**config.mk**
```make
export PLATFORM = sky130hd
export DESIGN_NAME = master_out_port
export DESIGN_NICKNAME = d
export VERILOG_FILES = /design/src/rtl/master_out_port.sv
export SDC_FILE = /design/constraint.sdc
export NUM_CORES = 1
export LEC_CHECK = 0
export ABC_AREA = 0
export CAP_MARGIN = 20
export CORE_MARGIN = 10
export CORE_UTILIZATION = 30
export CTS_BUF_LIST = sky130_fd_sc_hd__clkbuf_8
export CTS_CLUSTER_SIZE = 28
export DETAILED_ROUTE_END_ITERATION = 12
export HOLD_SLACK_MARGIN = 0.08
export MAX_ROUTING_LAYER = met4
export PLACE_DENSITY = 0.57
export SYNTH_ARGS = -nofsm -noshare
export SYNTH_HDL_FRONTEND = slang
export SYNTH_SLANG_ARGS = --single-unit
```
**constraint.sdc**
```tcl
create_clock -name clk -period 3 [get_ports clk]
set_input_delay 0.45 -clock clk [delete_from_list [all_inputs] [get_ports clk]]
set_output_delay 0.45 -clock clk [all_outputs]
set_load 0.05 [all_outputs]
```
**src/rtl/master_out_port.sv**
```systemverilog
// Serial-bus master transmit port: accepts a parallel request, handshakes with the slave,
// then shifts address and data LSB-first, with optional write-burst data beats.
module master_out_port #(
    parameter int unsigned ADDR_W  = 12,
    parameter int unsigned DATA_W  = 8,
    parameter int unsigned BURST_W = 12
) (
    input  logic               clk,
    input  logic               reset,
    input  logic               req_valid,
    output logic               req_ready,
    input  logic [ADDR_W-1:0]  req_addr,
    input  logic [DATA_W-1:0]  req_wdata,
    input  logic               req_write,
    input  logic               req_read,
    input  logic               req_burst_en,
    input  logic [BURST_W-1:0] req_burst_len,
    input  logic [DATA_W-1:0]  beat_wdata,
    input  logic               beat_valid,
    output logic               beat_ready,
    input  logic               s_ready,
    output logic               m_valid,
    output logic               tx_address,
    output logic               tx_data,
    output logic               write_enable,
    output logic               read_enable,
    output logic [BURST_W:0]   burst,
    output logic               busy,
    output logic               done,
    output logic [BURST_W-1:0] beat_count
);

    localparam int unsigned CntW = $clog2(ADDR_W);
    localparam logic [CntW-1:0] AddrLast = CntW'(ADDR_W - 1);
    localparam logic [CntW-1:0] DataLast = CntW'(DATA_W - 1);

    typedef enum logic [2:0] {
        StIdle, StWaitHs, StAddrShift, StBurstLoad, StBurstHs, StBurstShift, StFinish
    } state_e;

    state_e state_q, state_d;
    logic [ADDR_W-1:0]  addr_sr_q, addr_sr_d;
    logic [DATA_W-1:0]  data_sr_q, data_sr_d;
    logic [CntW-1:0]    cnt_q, cnt_d;
    logic [BURST_W-1:0] rem_q, rem_d;
    logic [BURST_W-1:0] beat_count_q, beat_count_d;
    logic [BURST_W:0]   burst_q, burst_d;
    logic               write_q, write_d;
    logic               read_q, read_d;
    logic               m_valid_q, m_valid_d;
    logic               busy_q, busy_d;
    logic               done_q, done_d;

    // Serial lines are the LSBs of the shift registers; zero fill keeps lines low afterwards.
    assign tx_address   = addr_sr_q[0];
    assign tx_data      = data_sr_q[0];
    assign req_ready    = (state_q == StIdle);
    assign beat_ready   = (state_q == StBurstLoad);
    assign m_valid      = m_valid_q;
    assign write_enable = write_q;
    assign read_enable  = read_q;
    assign burst        = burst_q;
    assign busy         = busy_q;
    assign done         = done_q;
    assign beat_count   = beat_count_q;

    always_comb begin
        state_d      = state_q;
        addr_sr_d    = addr_sr_q;
        data_sr_d    = data_sr_q;
        cnt_d        = cnt_q;
        rem_d        = rem_q;
        beat_count_d = beat_count_q;
        burst_d      = burst_q;
        write_d      = write_q;
        read_d       = read_q;
        m_valid_d    = m_valid_q;
        busy_d       = busy_q;
        done_d       = 1'b0;

        unique case (state_q)
            StIdle: begin
                if (req_valid) begin
                    addr_sr_d    = req_addr;
                    data_sr_d    = req_write ? req_wdata : '0;
                    write_d      = req_write;
                    read_d       = ~req_write & req_read;
                    burst_d      = {req_burst_len, req_burst_en};
                    // Extra beats only exist for writes; a read burst is a single address.
                    rem_d        = (req_write && req_burst_en) ? req_burst_len : '0;
                    beat_count_d = '0;
                    cnt_d        = '0;
                    m_valid_d    = 1'b1;
                    busy_d       = 1'b1;
                    state_d      = StWaitHs;
                end
            end
            StWaitHs: begin
                if (m_valid_q && s_ready) begin
                    m_valid_d = 1'b0;
                    addr_sr_d = addr_sr_q >> 1;
                    data_sr_d = data_sr_q >> 1;
                    cnt_d     = CntW'(1);
                    state_d   = StAddrShift;
                end
            end
            StAddrShift: begin
                addr_sr_d = addr_sr_q >> 1;
                data_sr_d = data_sr_q >> 1;
                cnt_d     = cnt_q + CntW'(1);
                if (cnt_q == AddrLast) begin
                    addr_sr_d = '0;
                    data_sr_d = '0;
                    if (beat_count_q != '1) beat_count_d = beat_count_q + BURST_W'(1);
                    if (write_q && rem_q != '0) begin
                        state_d = StBurstLoad;
                    end else begin
                        done_d  = 1'b1;
                        state_d = StFinish;
                    end
                end
            end
            StBurstLoad: begin
                if (beat_valid) begin
                    data_sr_d = beat_wdata;
                    m_valid_d = 1'b1;
                    state_d   = StBurstHs;
                end
            end
            StBurstHs: begin
                if (m_valid_q && s_ready) begin
                    m_valid_d = 1'b0;
                    data_sr_d = data_sr_q >> 1;
                    cnt_d     = CntW'(1);
                    state_d   = StBurstShift;
                end
            end
            StBurstShift: begin
                data_sr_d = data_sr_q >> 1;
                cnt_d     = cnt_q + CntW'(1);
                if (cnt_q == DataLast) begin
                    data_sr_d = '0;
                    rem_d     = rem_q - BURST_W'(1);
                    if (beat_count_q != '1) beat_count_d = beat_count_q + BURST_W'(1);
                    if (rem_d != '0) begin
                        state_d = StBurstLoad;
                    end else begin
                        done_d  = 1'b1;
                        state_d = StFinish;
                    end
                end
            end
            StFinish: begin
                write_d   = 1'b0;
                read_d    = 1'b0;
                burst_d   = '0;
                busy_d    = 1'b0;
                m_valid_d = 1'b0;
                addr_sr_d = '0;
                data_sr_d = '0;
                state_d   = StIdle;
            end
            default: begin
                state_d = StIdle;
            end
        endcase
    end

    always_ff @(posedge clk) begin
        if (!reset) begin
            state_q      <= StIdle;
            addr_sr_q    <= '0;
            data_sr_q    <= '0;
            cnt_q        <= '0;
            rem_q        <= '0;
            beat_count_q <= '0;
            burst_q      <= '0;
            write_q      <= 1'b0;
            read_q       <= 1'b0;
            m_valid_q    <= 1'b0;
            busy_q       <= 1'b0;
            done_q       <= 1'b0;
        end else begin
            state_q      <= state_d;
            addr_sr_q    <= addr_sr_d;
            data_sr_q    <= data_sr_d;
            cnt_q        <= cnt_d;
            rem_q        <= rem_d;
            beat_count_q <= beat_count_d;
            burst_q      <= burst_d;
            write_q      <= write_d;
            read_q       <= read_d;
            m_valid_q    <= m_valid_d;
            busy_q       <= busy_d;
            done_q       <= done_d;
        end
    end

endmodule
```
After elaboration in Yosys (flattened, before gate mapping)
Cells that the tools add are included.

Bits in registers: 69. Input port bits: 48.

Add/subtract/negate cells: 3. Eq/ne operators: 16. Muxes and demuxes: 48. Bitwise gates (word level): 2. Reduce and logical (&&, ||, !) cells: 23.

Operator list (count): 12-bit two-way mux (9); 12-bit one-hot mux with 4 select lines (1); 8-bit one-hot mux with 6 select lines (1); 12-bit one-hot mux with 3 select lines (1); 8-bit two-way mux (4); 13-bit one-hot mux with 2 select lines (1); 3-bit two-way mux (8); 12-bit one-hot mux with 2 select lines (1); 12-bit nonzero test (2); 3-bit one-hot mux with 6 select lines (1); 7-bit two-way mux (2); 13-bit two-way mux (1); 12-bit by 1-bit adder with 12-bit output (second input constant) (1); 12-bit inequality test (second input constant) (1); 2-bit inequality test (second input constant) (6); 4-bit one-hot mux with 3 select lines (1); 4-bit AND reduction (3); 12-bit by 1-bit subtractor with 12-bit output (second input constant) (1); 11-bit two-way mux (1); 3-bit equality test (second input constant) (3); 1-bit two-way mux (9); 3-bit AND reduction (3); 4-bit two-way mux (2); 1-bit one-hot mux with 2 select lines (4); 18 further kinds (25).

Logic depth before layout (Yosys ltp)
Gate-level depths: netlist (run 1).

Word-level depth: 5. Depth in mapped cells: 9. Mapped depth without buffers: 7.

Worst setup path after synthesis (run 1)
No wires, ideal clock.

Path kind: flip-flop to flip-flop. Start: reg state_q[2]. End: reg beat_count_q[5], in the netlist beat_count[5]. Library setup time: 0.146 ns. Arrival time: 2.100 ns. Data required time: 2.854 ns. Slack: 0.755 ns. Stages on the path, launching flop included: 8. Cell sequence: dfxtp_1 > buf_2 > nor3_2 > nand2_1 > o21a_1 > buf_2 > o311ai_0 > o31ai_1.

Word-level cells in the longest chain between the ends: 3. Elaborated cells between the ends (all ways): 9. Classes of those cells: eq/ne (5); mux (1); reduce/logical (3).

Ends and longest elaborated chain: start: declaration (RTL line 41) `state_e state_q, state_d;`; start signal: assignment (RTL line 171) `state_q <= StIdle;`; start signal: assignment (RTL line 184) `state_q <= state_d;`; 3-bit logical NOT *; named net req_ready (RTL line 11) `output logic req_ready,`; 2-bit inequality test (no line) or 3-bit nonzero test (tied branches); 4-bit AND reduction (no line); end signal: assignment (RTL line 189) `beat_count_q <= beat_count_d;`; end: declaration (RTL line 46) `logic [BURST_W-1:0] beat_count_q, beat_count_d;`.

The timed path passes the listed nets; every way through them passes the cells marked *. A chain may end at the register's enable or synchronous reset.

Worst setup path in the final report (run 1)
Start: reg state_q[2]. End: out req_ready.

Word-level cells in the longest chain between the ends: 1.

Ends and longest elaborated chain: 3-bit logical NOT (RTL line 57) `assign req_ready = (state_q == StIdle);`; end: declaration (RTL line 11).

Every way passes these cells.

==> run_summary.xml, run 1 <==
<?xml version="1.0" encoding="UTF-8"?>
<metrics>
  <group name="global_route">
    <metric name="grt_pass1_wl" unit="mm">21.0</metric>
    <metric name="grt-ovfl-total" unit="">0</metric>
    <metric name="track_usage" unit="">0.144</metric>
    <metric name="grt_start_max_net_pins" unit="">24</metric>
    <metric name="first_global_vias" unit="">4126</metric>
    <metric name="initial_antenna_violation_count" unit="">0</metric>
  </group>
  <group name="cells_and_area">
    <metric name="nFillCells" unit="">1349</metric>
    <metric name="stdcell_count" unit="">745</metric>
    <metric name="finalNetCount" unit="">620</metric>
    <metric name="multi_input_gate_area" unit="um^2">2350</metric>
    <metric name="postLayoutCoreUtil" unit="">0.409</metric>
    <metric name="layout.area.seq" unit="um^2">1380</metric>
    <metric name="drive_gt1_frac" unit="">0.0873</metric>
    <metric name="antennaDiodeCount" unit="">0</metric>
    <metric name="relative_area_change_from_synthesis_to_final_layout" unit="%">32.2</metric>
  </group>
  <group name="sta">
    <metric name="hold_viol_final" unit="">0</metric>
    <metric name="worst_setup_skew_after_layout" unit="ns">0.0108</metric>
    <metric name="min_period" unit="ns">2.71</metric>
    <metric name="slew_viol_final" unit="">0</metric>
    <metric name="timing.setup.tns" unit="ns">0</metric>
    <metric name="fmaxAchievable" unit="MHz">369</metric>
    <metric name="max_slew_margin" unit="">0.564</metric>
    <metric name="worst_hold_margin" unit="ns">0.461</metric>
    <metric name="finalCritPeriodShare" unit="">0.904</metric>
    <metric name="finalWorstSetupSlack" unit="ns">0.289</metric>
    <metric name="finalSetupViolations" unit="">0</metric>
    <metric name="timing_worst_slew_pin_value" unit="ns">0.652</metric>
    <metric name="grt_setup_unrepaired" unit="">no</metric>
  </group>
  <group name="place">
    <metric name="place.gp.congestion" unit="">0.875</metric>
    <metric name="dp.cells" unit="">729</metric>
    <metric name="port_buffers" unit="">81</metric>
    <metric name="hpwl" unit="mm">9.41</metric>
    <metric name="dpl_worst_slack" unit="ns">0.491</metric>
  </group>
  <group name="die">
    <metric name="total_die_area" unit="um^2">18100</metric>
    <metric name="row_count" unit="">41</metric>
    <metric name="initial_core_util" unit="">0.310</metric>
    <metric name="fp.dieH" unit="um">135</metric>
    <metric name="core" unit="um^2">12700</metric>
    <metric name="boundaryPins" unit="">82</metric>
    <metric name="floorplan.die.width" unit="um">135</metric>
  </group>
  <group name="clock_tree">
    <metric name="postCtsSetupRepairBufs" unit="">0</metric>
    <metric name="clk_path_buf_depth" unit="">2</metric>
    <metric name="clock-sinks" unit="">69</metric>
    <metric name="cts-root-buf" unit="">sky130_fd_sc_hd__clkbuf_8</metric>
    <metric name="cts_htree_levels" unit="">3</metric>
    <metric name="clk_latency" unit="ns">0.36</metric>
    <metric name="post_cts_sizing" unit="">0</metric>
    <metric name="clk_pin_slew" unit="ns">0.07</metric>
    <metric name="cts.hold.buffers_added" unit="">0</metric>
    <metric name="cts-buffers-inserted" unit="">9</metric>
    <metric name="clock_tree_from_tritoncts" unit="">done</metric>
  </group>
  <group name="setup_path">
    <metric name="critical_path_class" unit="">flop to output pin</metric>
    <metric name="worst-path-buf-inv" unit="">1</metric>
    <metric name="timing.critical_path.required" unit="ns">2.55</metric>
    <metric name="cp_data_arrival_time" unit="ns">2.26</metric>
    <metric name="slowest_stage" unit="">sky130_fd_sc_hd__clkdlybuf4s50_1</metric>
    <metric name="critical_path.max_stage_delay" unit="ns">0.91</metric>
    <metric name="regToRegSetupSlack" unit="ns">0.53</metric>
    <metric name="crit_path_cells" unit="">nor3_2, clkdlybuf4s50_1</metric>
    <metric name="r2r_cells" unit="">6</metric>
    <metric name="r2r_start" unit="">rem_q[0]</metric>
    <metric name="startpoint" unit="">state_q[2]</metric>
    <metric name="critPathCaptureType" unit="">output pin</metric>
    <metric name="biggest_fanout_along_the_worst_timing_path" unit="">15</metric>
    <metric name="reg2reg_to" unit="">done</metric>
    <metric name="critical_path.top_delay_family" unit="">buffers and inverters</metric>
    <metric name="worst_setup_path_start_kind" unit="">flop</metric>
  </group>
  <group name="run">
    <metric name="max_cap_violations" unit="">0</metric>
  </group>
  <group name="synth">
    <metric name="ys_dominant_reg_cell" unit="">sky130_fd_sc_hd__dfxtp_1</metric>
    <metric name="synth.yosys.seq_area_share" unit="">0.351</metric>
    <metric name="asyncSetResetFlopFracSynth" unit="">0</metric>
    <metric name="ys_seq_elements" unit="">69</metric>
    <metric name="yosysUniqueCellTypes" unit="">62</metric>
    <metric name="yosysWarningCount" unit="">0</metric>
    <metric name="synthesis.area" unit="um^2">3940</metric>
    <metric name="synthCells" unit="">493</metric>
    <metric name="mappedNetlistNets" unit="">545</metric>
    <metric name="synth-edff-count" unit="">0</metric>
    <metric name="syn_area_per_cell" unit="um^2">7.99</metric>
  </group>
  <group name="drt">
    <metric name="drtAntennaViolNets" unit="">0</metric>
    <metric name="drc_errors" unit="">0</metric>
    <metric name="drt_first_iter_violations" unit="">380</metric>
    <metric name="dr_total_vias" unit="">4115</metric>
    <metric name="drt_wl_total" unit="mm">12.7</metric>
    <metric name="first_pass_iters" unit="">5</metric>
    <metric name="drt-vias-per-instance" unit="">5.52</metric>
    <metric name="post_drt_wl_per_cell" unit="um">17.0</metric>
  </group>
  <group name="min_path">
    <metric name="timing.hold.worst_endpoint" unit="">data_sr_q[7]</metric>
    <metric name="timing.hold.worst.class" unit="">flop to flop</metric>
    <metric name="worst_hold_path.num_cells" unit="">2</metric>
    <metric name="holdCritStartpoint" unit="">data_sr_q[7]</metric>
  </group>
  <group name="pwr">
    <metric name="p_leak" unit="nW">1.82</metric>
    <metric name="ratio_of_total_power_to_cell_area" unit="nW/um^2">903</metric>
    <metric name="vdd_ir_drop_max" unit="V">0.000245</metric>
  </group>
  <group name="status">
    <metric name="status" unit="">finished clean</metric>
  </group>
</metrics>
-- stage by stage --
step | cell area (um^2) | power (W)
2_1_floorplan | 3940 | 0.00306
4_1_cts | 5210 | 0.00473
3_3_place_gp | 4950 | 0.00371
5_1_grt | 5210 | 0.00505
3_5_place_dp | 4950 | 0.00374
6_report | 5210 | 0.00470
-- state kept, by name, indices dropped and copies added (netlist names), 3 cells and up --
register and flops:
addr_sr_q 12, beat_count 12, data_sr_q 8, state_q 3, rem_q 12, burst 13, cnt_q 4
-- cells in the mapped netlist, drive strengths merged, types with 5 or more instances --
library cell  instances  share of area
buf                  14          0.023
a31oi                 6         0.0095
nor2                 45          0.043
nand3                22          0.028
clkbuf               24          0.023
a21boi                7          0.013
dfxtp                69           0.35
a32o                  7          0.018
a22oi                14          0.027
o21ai                39          0.050
o31ai                 9          0.017
nand4                 6         0.0095
a221oi                6          0.015
or4                   7          0.013
a211oi               21          0.040
o211ai               11          0.021
nand2b                5         0.0079
and3                  5         0.0079
a21oi                31          0.039
o21a                  8          0.015
inv                   7         0.0067
a22o                  9          0.020
nor3                 13          0.018
and2                 11          0.017
nand2                41          0.039
-- worst reg2reg max path, delay by kind of cell, from the launching register on --
kind / cells / cell delay, ns
and+or+nand+nor: 2 / 1.01
AOI/OAI and AO/OA: 2 / 0.53
DFF: 1 / 0.43
adders and majority gates: 1 / 0.30
buffers and inverters: 1 / 0.15
-- placed cells by master (no fill, tap or decap), types with 4 or more instances in the layout --
cell type	count
sky130_fd_sc_hd__a211oi_1	21
sky130_fd_sc_hd__a21boi_0	7
sky130_fd_sc_hd__a21oi_1	31
sky130_fd_sc_hd__a221oi_1	5
sky130_fd_sc_hd__a22o_1	9
sky130_fd_sc_hd__a22oi_1	14
sky130_fd_sc_hd__a31oi_1	6
sky130_fd_sc_hd__a32o_1	7
sky130_fd_sc_hd__and2_1	10
sky130_fd_sc_hd__and3_1	5
sky130_fd_sc_hd__and3b_1	4
sky130_fd_sc_hd__buf_4	21
sky130_fd_sc_hd__clkbuf_8	11
sky130_fd_sc_hd__clkdlybuf4s50_1	81
sky130_fd_sc_hd__dfxtp_1	68
sky130_fd_sc_hd__ha_1	4
sky130_fd_sc_hd__inv_1	7
sky130_fd_sc_hd__nand2_1	41
sky130_fd_sc_hd__nand2b_1	5
sky130_fd_sc_hd__nand3_1	22
sky130_fd_sc_hd__nand4_1	6
sky130_fd_sc_hd__nor2_1	45
sky130_fd_sc_hd__nor2b_1	4
sky130_fd_sc_hd__nor3_1	12
sky130_fd_sc_hd__o211ai_1	11
sky130_fd_sc_hd__o21a_1	8
sky130_fd_sc_hd__o21ai_0	36
sky130_fd_sc_hd__o31ai_1	9
sky130_fd_sc_hd__or4_1	7
-- layout make-up --
class	instances	share of cell area
multi-input combinational	378	0.452
sequential	69	0.265
timing repair buffer	102	0.186
tap	172	0.0413
clock buffer	11	0.0291
clock inverter	5	0.0204
inverter	8	0.00577
-- metal layers --
metal | track usage | part of all wire
met3 | 0.0308 | 0.043
met2 | 0.229 | 0.48
met1 | 0.177 | 0.46
met5 | - | 0
met4 | 0.0508 | 0.017
-- how the worst max path moves through the flow --
stage                         end  cells after the start
floorplan           beat_count[5]                      7
global placement       beat_ready                      4
detailed placement      req_ready                      2
CTS                     req_ready                      2
global route            req_ready                      2
finish                  req_ready                      2
-- power by group --
| part | switching [W] | internal [W] |
|---|---|---|
| logic | 0.00140 | 0.000910 |
| registers | 0.000261 | 0.00115 |
| clock network | 0.000381 | 0.000599 |
| total | 0.00205 | 0.00266 |
-- cell families (layout without fill, tap and decap cells) --
| kind of cell | count (synthesis) | after routing | share of synthesized area |
|---|---|---|---|
| xor+xnor | 5 | 5 | 0.0111 |
| fa+ha+maj | 4 | 4 | 0.0127 |
| compound gates | 187 | 187 | 0.332 |
| simple gates | 181 | 181 | 0.238 |
| buf+inv | 46 | 126 | 0.0533 |
| mux | 1 | 1 | 0.00254 |
| flops | 69 | 69 | 0.351 |
No activity file was read; power rests on OpenSTA's default activity.
==> run 2, diff against run 1 <==
--- a/config.mk
+++ b/config.mk
@@ -15,6 +15,7 @@
 export HOLD_SLACK_MARGIN = 0.08
 export MAX_ROUTING_LAYER = met4
 export PLACE_DENSITY = 0.57
+export SETUP_SLACK_MARGIN = 0.2
 export SYNTH_ARGS = -nofsm -noshare
 export SYNTH_HDL_FRONTEND = slang
 export SYNTH_SLANG_ARGS = --single-unit
==> run 2 against run 1 <==
  * Maximum frequency is 10% higher
  * Sequential share of layout area is essentially flat
  * Combinational power hardly changed
  * Die area unchanged
  * Count of clock-buffer cells in the layout did not move
  * Critical endpoint is now done
  * Highest routed layer unchanged
==> run_summary.xml, run 2 (same netlist as run 1, synthesis figures left out) <==
<?xml version="1.0" encoding="UTF-8"?>
<metrics>
  <group name="setup_path">
    <metric name="critical_path.max_stage_delay" unit="ns">0.54</metric>
    <metric name="timing.critical_path.required" unit="ns">3.29</metric>
    <metric name="critPathCaptureType" unit="">flop</metric>
    <metric name="worst_setup_path_start_kind" unit="">flop</metric>
    <metric name="cp_data_arrival_time" unit="ns">2.76</metric>
    <metric name="slowest_stage" unit="">sky130_fd_sc_hd__or3b_1</metric>
    <metric name="crit_path_cells" unit="">inv_1, ha_1, or3b_1, o41ai_4, or4b_1, a21oi_1</metric>
    <metric name="biggest_fanout_along_the_worst_timing_path" unit="">11</metric>
    <metric name="critical_path_class" unit="">flop to flop</metric>
  </group>
  <group name="sta">
    <metric name="slew_viol_final" unit="">0</metric>
    <metric name="worst_hold_margin" unit="ns">0.460</metric>
    <metric name="finalSetupViolations" unit="">0</metric>
    <metric name="fmaxAchievable" unit="MHz">406</metric>
    <metric name="grt_setup_unrepaired" unit="">no</metric>
    <metric name="max_slew_margin" unit="">0.567</metric>
    <metric name="finalWorstSetupSlack" unit="ns">0.535</metric>
    <metric name="timing_worst_slew_pin_value" unit="ns">0.647</metric>
    <metric name="timing.setup.tns" unit="ns">0</metric>
    <metric name="worst_setup_skew_after_layout" unit="ns">0.0104</metric>
    <metric name="hold_viol_final" unit="">0</metric>
    <metric name="min_period" unit="ns">2.47</metric>
    <metric name="finalCritPeriodShare" unit="">0.822</metric>
  </group>
  <group name="pwr">
    <metric name="ratio_of_total_power_to_cell_area" unit="nW/um^2">902</metric>
    <metric name="vdd_ir_drop_max" unit="V">0.000245</metric>
    <metric name="total_power" unit="W">0.00470</metric>
    <metric name="netSwitchingFraction" unit="">0.435</metric>
    <metric name="internal-power" unit="W">0.00265</metric>
    <metric name="total_net_switching_power" unit="W">0.00205</metric>
    <metric name="seqPwrFrac" unit="">0.299</metric>
    <metric name="share_clk_of_total_power" unit="">0.209</metric>
    <metric name="power_frac_comb" unit="">0.492</metric>
    <metric name="p_leak" unit="nW">1.85</metric>
  </group>
  <group name="global_route">
    <metric name="grt-ovfl-total" unit="">0</metric>
    <metric name="initial_antenna_violation_count" unit="">0</metric>
    <metric name="globalRouteMet3Util" unit="">0.0308</metric>
    <metric name="track_usage" unit="">0.144</metric>
    <metric name="grt_start_max_net_pins" unit="">24</metric>
    <metric name="grt.met1_usage" unit="">0.177</metric>
    <metric name="use_met2" unit="">0.229</metric>
    <metric name="first_global_vias" unit="">4126</metric>
    <metric name="grt_pass1_wl" unit="mm">21.0</metric>
    <metric name="gr-max-usage-layer" unit="">met2</metric>
  </group>
  <group name="clock_tree">
    <metric name="clk_pin_slew" unit="ns">0.08</metric>
    <metric name="cts-buffers-inserted" unit="">9</metric>
    <metric name="clock-sinks" unit="">69</metric>
    <metric name="clock_tree_from_tritoncts" unit="">done</metric>
    <metric name="cts-root-buf" unit="">sky130_fd_sc_hd__clkbuf_8</metric>
    <metric name="clk_path_buf_depth" unit="">2</metric>
    <metric name="cts_htree_levels" unit="">3</metric>
    <metric name="clk_latency" unit="ns">0.36</metric>
    <metric name="postCtsSetupRepairBufs" unit="">0</metric>
  </group>
  <group name="cells_and_area">
    <metric name="multi_input_gate_area" unit="um^2">2350</metric>
    <metric name="largest_reg_flops" unit="">13</metric>
    <metric name="nFillCells" unit="">1349</metric>
    <metric name="finalNetCount" unit="">620</metric>
    <metric name="drive_gt1_frac" unit="">0.0873</metric>
    <metric name="relative_area_change_from_synthesis_to_final_layout" unit="%">32.3</metric>
    <metric name="layout.area.seq" unit="um^2">1380</metric>
    <metric name="antennaDiodeCount" unit="">0</metric>
    <metric name="stdcell_count" unit="">745</metric>
    <metric name="most_common_cell_after_layout_fill_and_taps_aside" unit="">sky130_fd_sc_hd__clkdlybuf4s50_1</metric>
    <metric name="commonest_non_fill_non_tap_cells_in_the_layout" unit="">sky130_fd_sc_hd__clkdlybuf4s50_1, sky130_fd_sc_hd__dfxtp_1, sky130_fd_sc_hd__nor2_1, sky130_fd_sc_hd__nand2_1, sky130_fd_sc_hd__o21ai_0</metric>
  </group>
  <group name="place">
    <metric name="dpl_worst_slack" unit="ns">0.491</metric>
    <metric name="port_buffers" unit="">81</metric>
    <metric name="hpwl" unit="mm">9.41</metric>
    <metric name="dp.cells" unit="">729</metric>
    <metric name="place.gp.congestion" unit="">0.875</metric>
  </group>
  <group name="die">
    <metric name="floorplan.die.width" unit="um">135</metric>
    <metric name="fp.dieH" unit="um">135</metric>
    <metric name="initial_core_util" unit="">0.310</metric>
    <metric name="row_count" unit="">41</metric>
    <metric name="total_die_area" unit="um^2">18100</metric>
    <metric name="boundaryPins" unit="">82</metric>
    <metric name="core" unit="um^2">12700</metric>
  </group>
  <group name="run">
    <metric name="max_cap_violations" unit="">0</metric>
  </group>
  <group name="drt">
    <metric name="dr_total_vias" unit="">4115</metric>
    <metric name="drtAntennaViolNets" unit="">0</metric>
    <metric name="drt-vias-per-instance" unit="">5.52</metric>
    <metric name="drc_errors" unit="">0</metric>
    <metric name="first_pass_iters" unit="">5</metric>
    <metric name="drt_first_iter_violations" unit="">380</metric>
    <metric name="drt_wl_total" unit="mm">12.7</metric>
    <metric name="post_drt_wl_per_cell" unit="um">17.0</metric>
  </group>
  <group name="status">
    <metric name="status" unit="">finished clean</metric>
  </group>
  <group name="min_path">
    <metric name="timing.hold.worst.class" unit="">flop to flop</metric>
  </group>
</metrics>
-- run 2: area by class of cell --
cell class | instances | area share
Clock buffer | 11 | 0.0290
Multi-Input combinational cell | 378 | 0.452
Tap cell | 172 | 0.0413
Clock inverter | 5 | 0.0204
Timing Repair Buffer | 102 | 0.187
Inverter | 8 | 0.00576
Sequential cell | 69 | 0.265
-- run 2: path summary, 6_finish.rpt --
path | start | endpoint | slack [ns] | cells past startpoint
worst max-delay path | rem_q[0] | done | 0.53 | 6
worst min-delay path | data_sr_q[7] | data_sr_q[7] | 0.46 | 2
worst max register to register | rem_q[0] | done | 0.53 | 6
worst min register to register | data_sr_q[7] | data_sr_q[7] | 0.46 | 2
-- run 2: routing by layer --
layer,vias to the layer above,wire (um)
met1,1978,5860
met5,-,0
met2,99,6020
li1,2020,-
met3,18,567
met4,0,218
-- run 2: timing repair --
action,4_1_cts,5_1_grt
hold buffers,0,0
setup endpoints to repair,2,2
pin swaps,0,0
gates resized for setup,1,2
cloned,0,0
-- run 2: power by group through the flow --
stage	Clock (W)	Combinational, W	Sequential (W)
4_1_cts	0.00100	0.00233	0.00140
6_report	0.000981	0.00231	0.00141
2_1_floorplan	0	0.00154	0.00152
3_3_place_gp	0	0.00230	0.00141
5_1_grt	0.00103	0.00256	0.00145
3_5_place_dp	0	0.00232	0.00142
-- run 2: critical path, delay by kind of cell (launching register included) --
| family | cells | cell delay, ns |
|---|---|---|
| AO/OA/AOI/OAI | 2 | 0.53 |
| buffers and inverters | 1 | 0.15 |
| AND/OR/NAND/NOR | 2 | 1.01 |
| flip-flops | 1 | 0.43 |
| adder cells (fa/ha/maj) | 1 | 0.30 |
-- run 2: per-stage QoR --
stage	util	cell area, um^2
global route	0.410	5210
finish	0.410	5210
global placement	0.389	4950
detailed placement	0.389	4950
CTS	0.409	5210
floorplan	-	3940
==> RTL change, RTL diff (config.mk and constraints of run 1) <==
Encoding of `state_e`: now Gray code (3 bits for 7 states).
--- a/src/rtl/master_out_port.sv
+++ b/src/rtl/master_out_port.sv
@@ -36,5 +36,5 @@
 
     typedef enum logic [2:0] {
-        StIdle, StWaitHs, StAddrShift, StBurstLoad, StBurstHs, StBurstShift, StFinish
+        StIdle = 3'b000, StWaitHs = 3'b001, StAddrShift = 3'b011, StBurstLoad = 3'b010, StBurstHs = 3'b110, StBurstShift = 3'b111, StFinish = 3'b101
     } state_e;
 
Behaviour: same outputs for any inputs over 10 cycles, from zero or initial values and one cycle with reset low; not proved beyond that.
==> RTL change against run 1 <==
  * Sequential cell count unchanged
  * Maximum frequency increased by 7.1%
  * Utilization decreased by 0.28 points
  * Critical path depth increased by 5
  * Combinational power decreased by 19%
  * Cell area decreased by 5.8%
  * Wire length decreased by 10%
  * Final cell count decreased by 6.2%
  * Largest power group unchanged
  * Sequential power decreased by 5%
  * Register-to-register slack got worse by 0.06 ns
  * Synthesized area decreased by 6.0%
  * Via count decreased by 7.9%
  * Power decreased by 15%
  * Worst setup slack improved by 0.18 ns
==> RTL change: results (changes against run 1) <==
met2 WL=4690 µm (was 6020 µm); Synth area leaders=dfxtp_1, nand2_1, a21oi_1, a22oi_1, nor2_1 (was dfxtp_1, o21ai_0, nor2_1, a211oi_1, a21oi_1); max reg flops=13 (unchanged); Layout Nets=578 (was 620); slowest CP cell=a2111oi_0 (was clkdlybuf4s50_1); Critical Path AT=2.78 ns (was 2.26 ns); Yosys warnings=0 (unchanged); DR WL met3=857 µm (was 543 µm); crit path kind=register to register (was register to output port); WHS=0.477 ns (was 0.461 ns); Crit Path Max Fanout=9 (was 15); Syn Nets=502 (was 545); Static Leak=1.88 nW (was 1.82 nW); Sw Share=0.427 (was 0.435); Initial DRC Count=249 (was 380); number of library cell types mapped by synthesis=59 (was 62); M2 GR Usage=0.185 (was 0.229); hpwl dp=8380 µm (was 9410 µm); sequential cell power=0.00134 W (was 0.00141 W); run status=completed (unchanged); Hold Path End=burst[7]$_SDFFE_PN0P_ (was data_sr_q[7]$_SDFFE_PN0P_); GR Util met1=0.174 (was 0.177); Tightest Pin Transition=0.751 ns (was 0.652 ns); combinational share of power=0.470 (was 0.492); Total GRT Usage=0.132 (was 0.144); # diodes=0 (unchanged); launch point of the worst hold path=burst[7]$_SDFFE_PN0P_ (was data_sr_q[7]$_SDFFE_PN0P_); Synth top cells by count=dfxtp_1, nand2_1, nor2_1 (was dfxtp_1, nor2_1, nand2_1); fill count=1,234 (was 1,349); met3 Use GR=0.0389 (was 0.0308); crit-path leading delay family=compound AO/OA/AOI/OAI gates (was buffers and inverters); Max VDD drop=0.000488 V (was 0.000245 V); routed vias=3,791 (was 4,115); share of cells above drive strength 1=0.0791 (was 0.0873); Area after DPL=4700 µm² (was 4950 µm²); first-pass GRT wire length=18,800 µm (was 21,000 µm); Mapped Avg Cell Area=8.23 µm² (was 7.99 µm²); Worst Setup EP=done$_SDFF_PN0_ (was req_ready); vias in the first global route=3,680 (was 4,126); Seq/Total Area, Yosys=0.373 (was 0.351); Multi-input gate area=2130 µm² (was 2350 µm²); clock skew=0.0150 ns (was 0.0108 ns); via density per instance=5.42 (was 5.52); largest stage delay on the critical path=0.51 ns (was 0.91 ns); reg2reg path depth=7 (was 6); largest net degree at the start of global routing=47 (was 24); clk slew on worst S/H paths=0.08 ns; worst r2r src=rem_q[1]$_SDFFE_PN0P_ (was rem_q[0]$_SDFFE_PN0P_); WL/cell=16.3 µm (was 17.0 µm); placed cells=682 (was 729); wl on met1=5580 µm (was 5880 µm); sequential power share=0.336 (was 0.299)
## RTL change: worst min-delay path, cell delays in order, from the launching register on
cell     delay (ns)
dfxtp_1        0.32
nand2_1        0.05
a21oi_1        0.06
## RTL change: stage by stage
step                      worst slack, ns  utilization
after detailed placement            0.375        0.390
after global routing                0.151        0.407
final                               0.468        0.407
after CTS                           0.469        0.406
after floorplan                     0.194            -
after global placement              0.483        0.390
## RTL change: cell type report
type / count / area share
clock buffers: 9 / 0.0253
clock inverters: 7 / 0.0148
inverters: 14 / 0.0107
multi-input cells: 336 / 0.435
flip-flops and latches: 69 / 0.282
well taps: 168 / 0.0429
repair buffers: 96 / 0.190
## RTL change: cells by family after synthesis
logic type	Yosys count	synth area share
and+or+nand+nor	166	0.232
DFF	69	0.373
buffers and inverters	45	0.0510
xor gates and xnor gates	5	0.0118
adders and majority gates	4	0.0135
AOI/OAI and AO/OA	157	0.308
muxes	4	0.0108
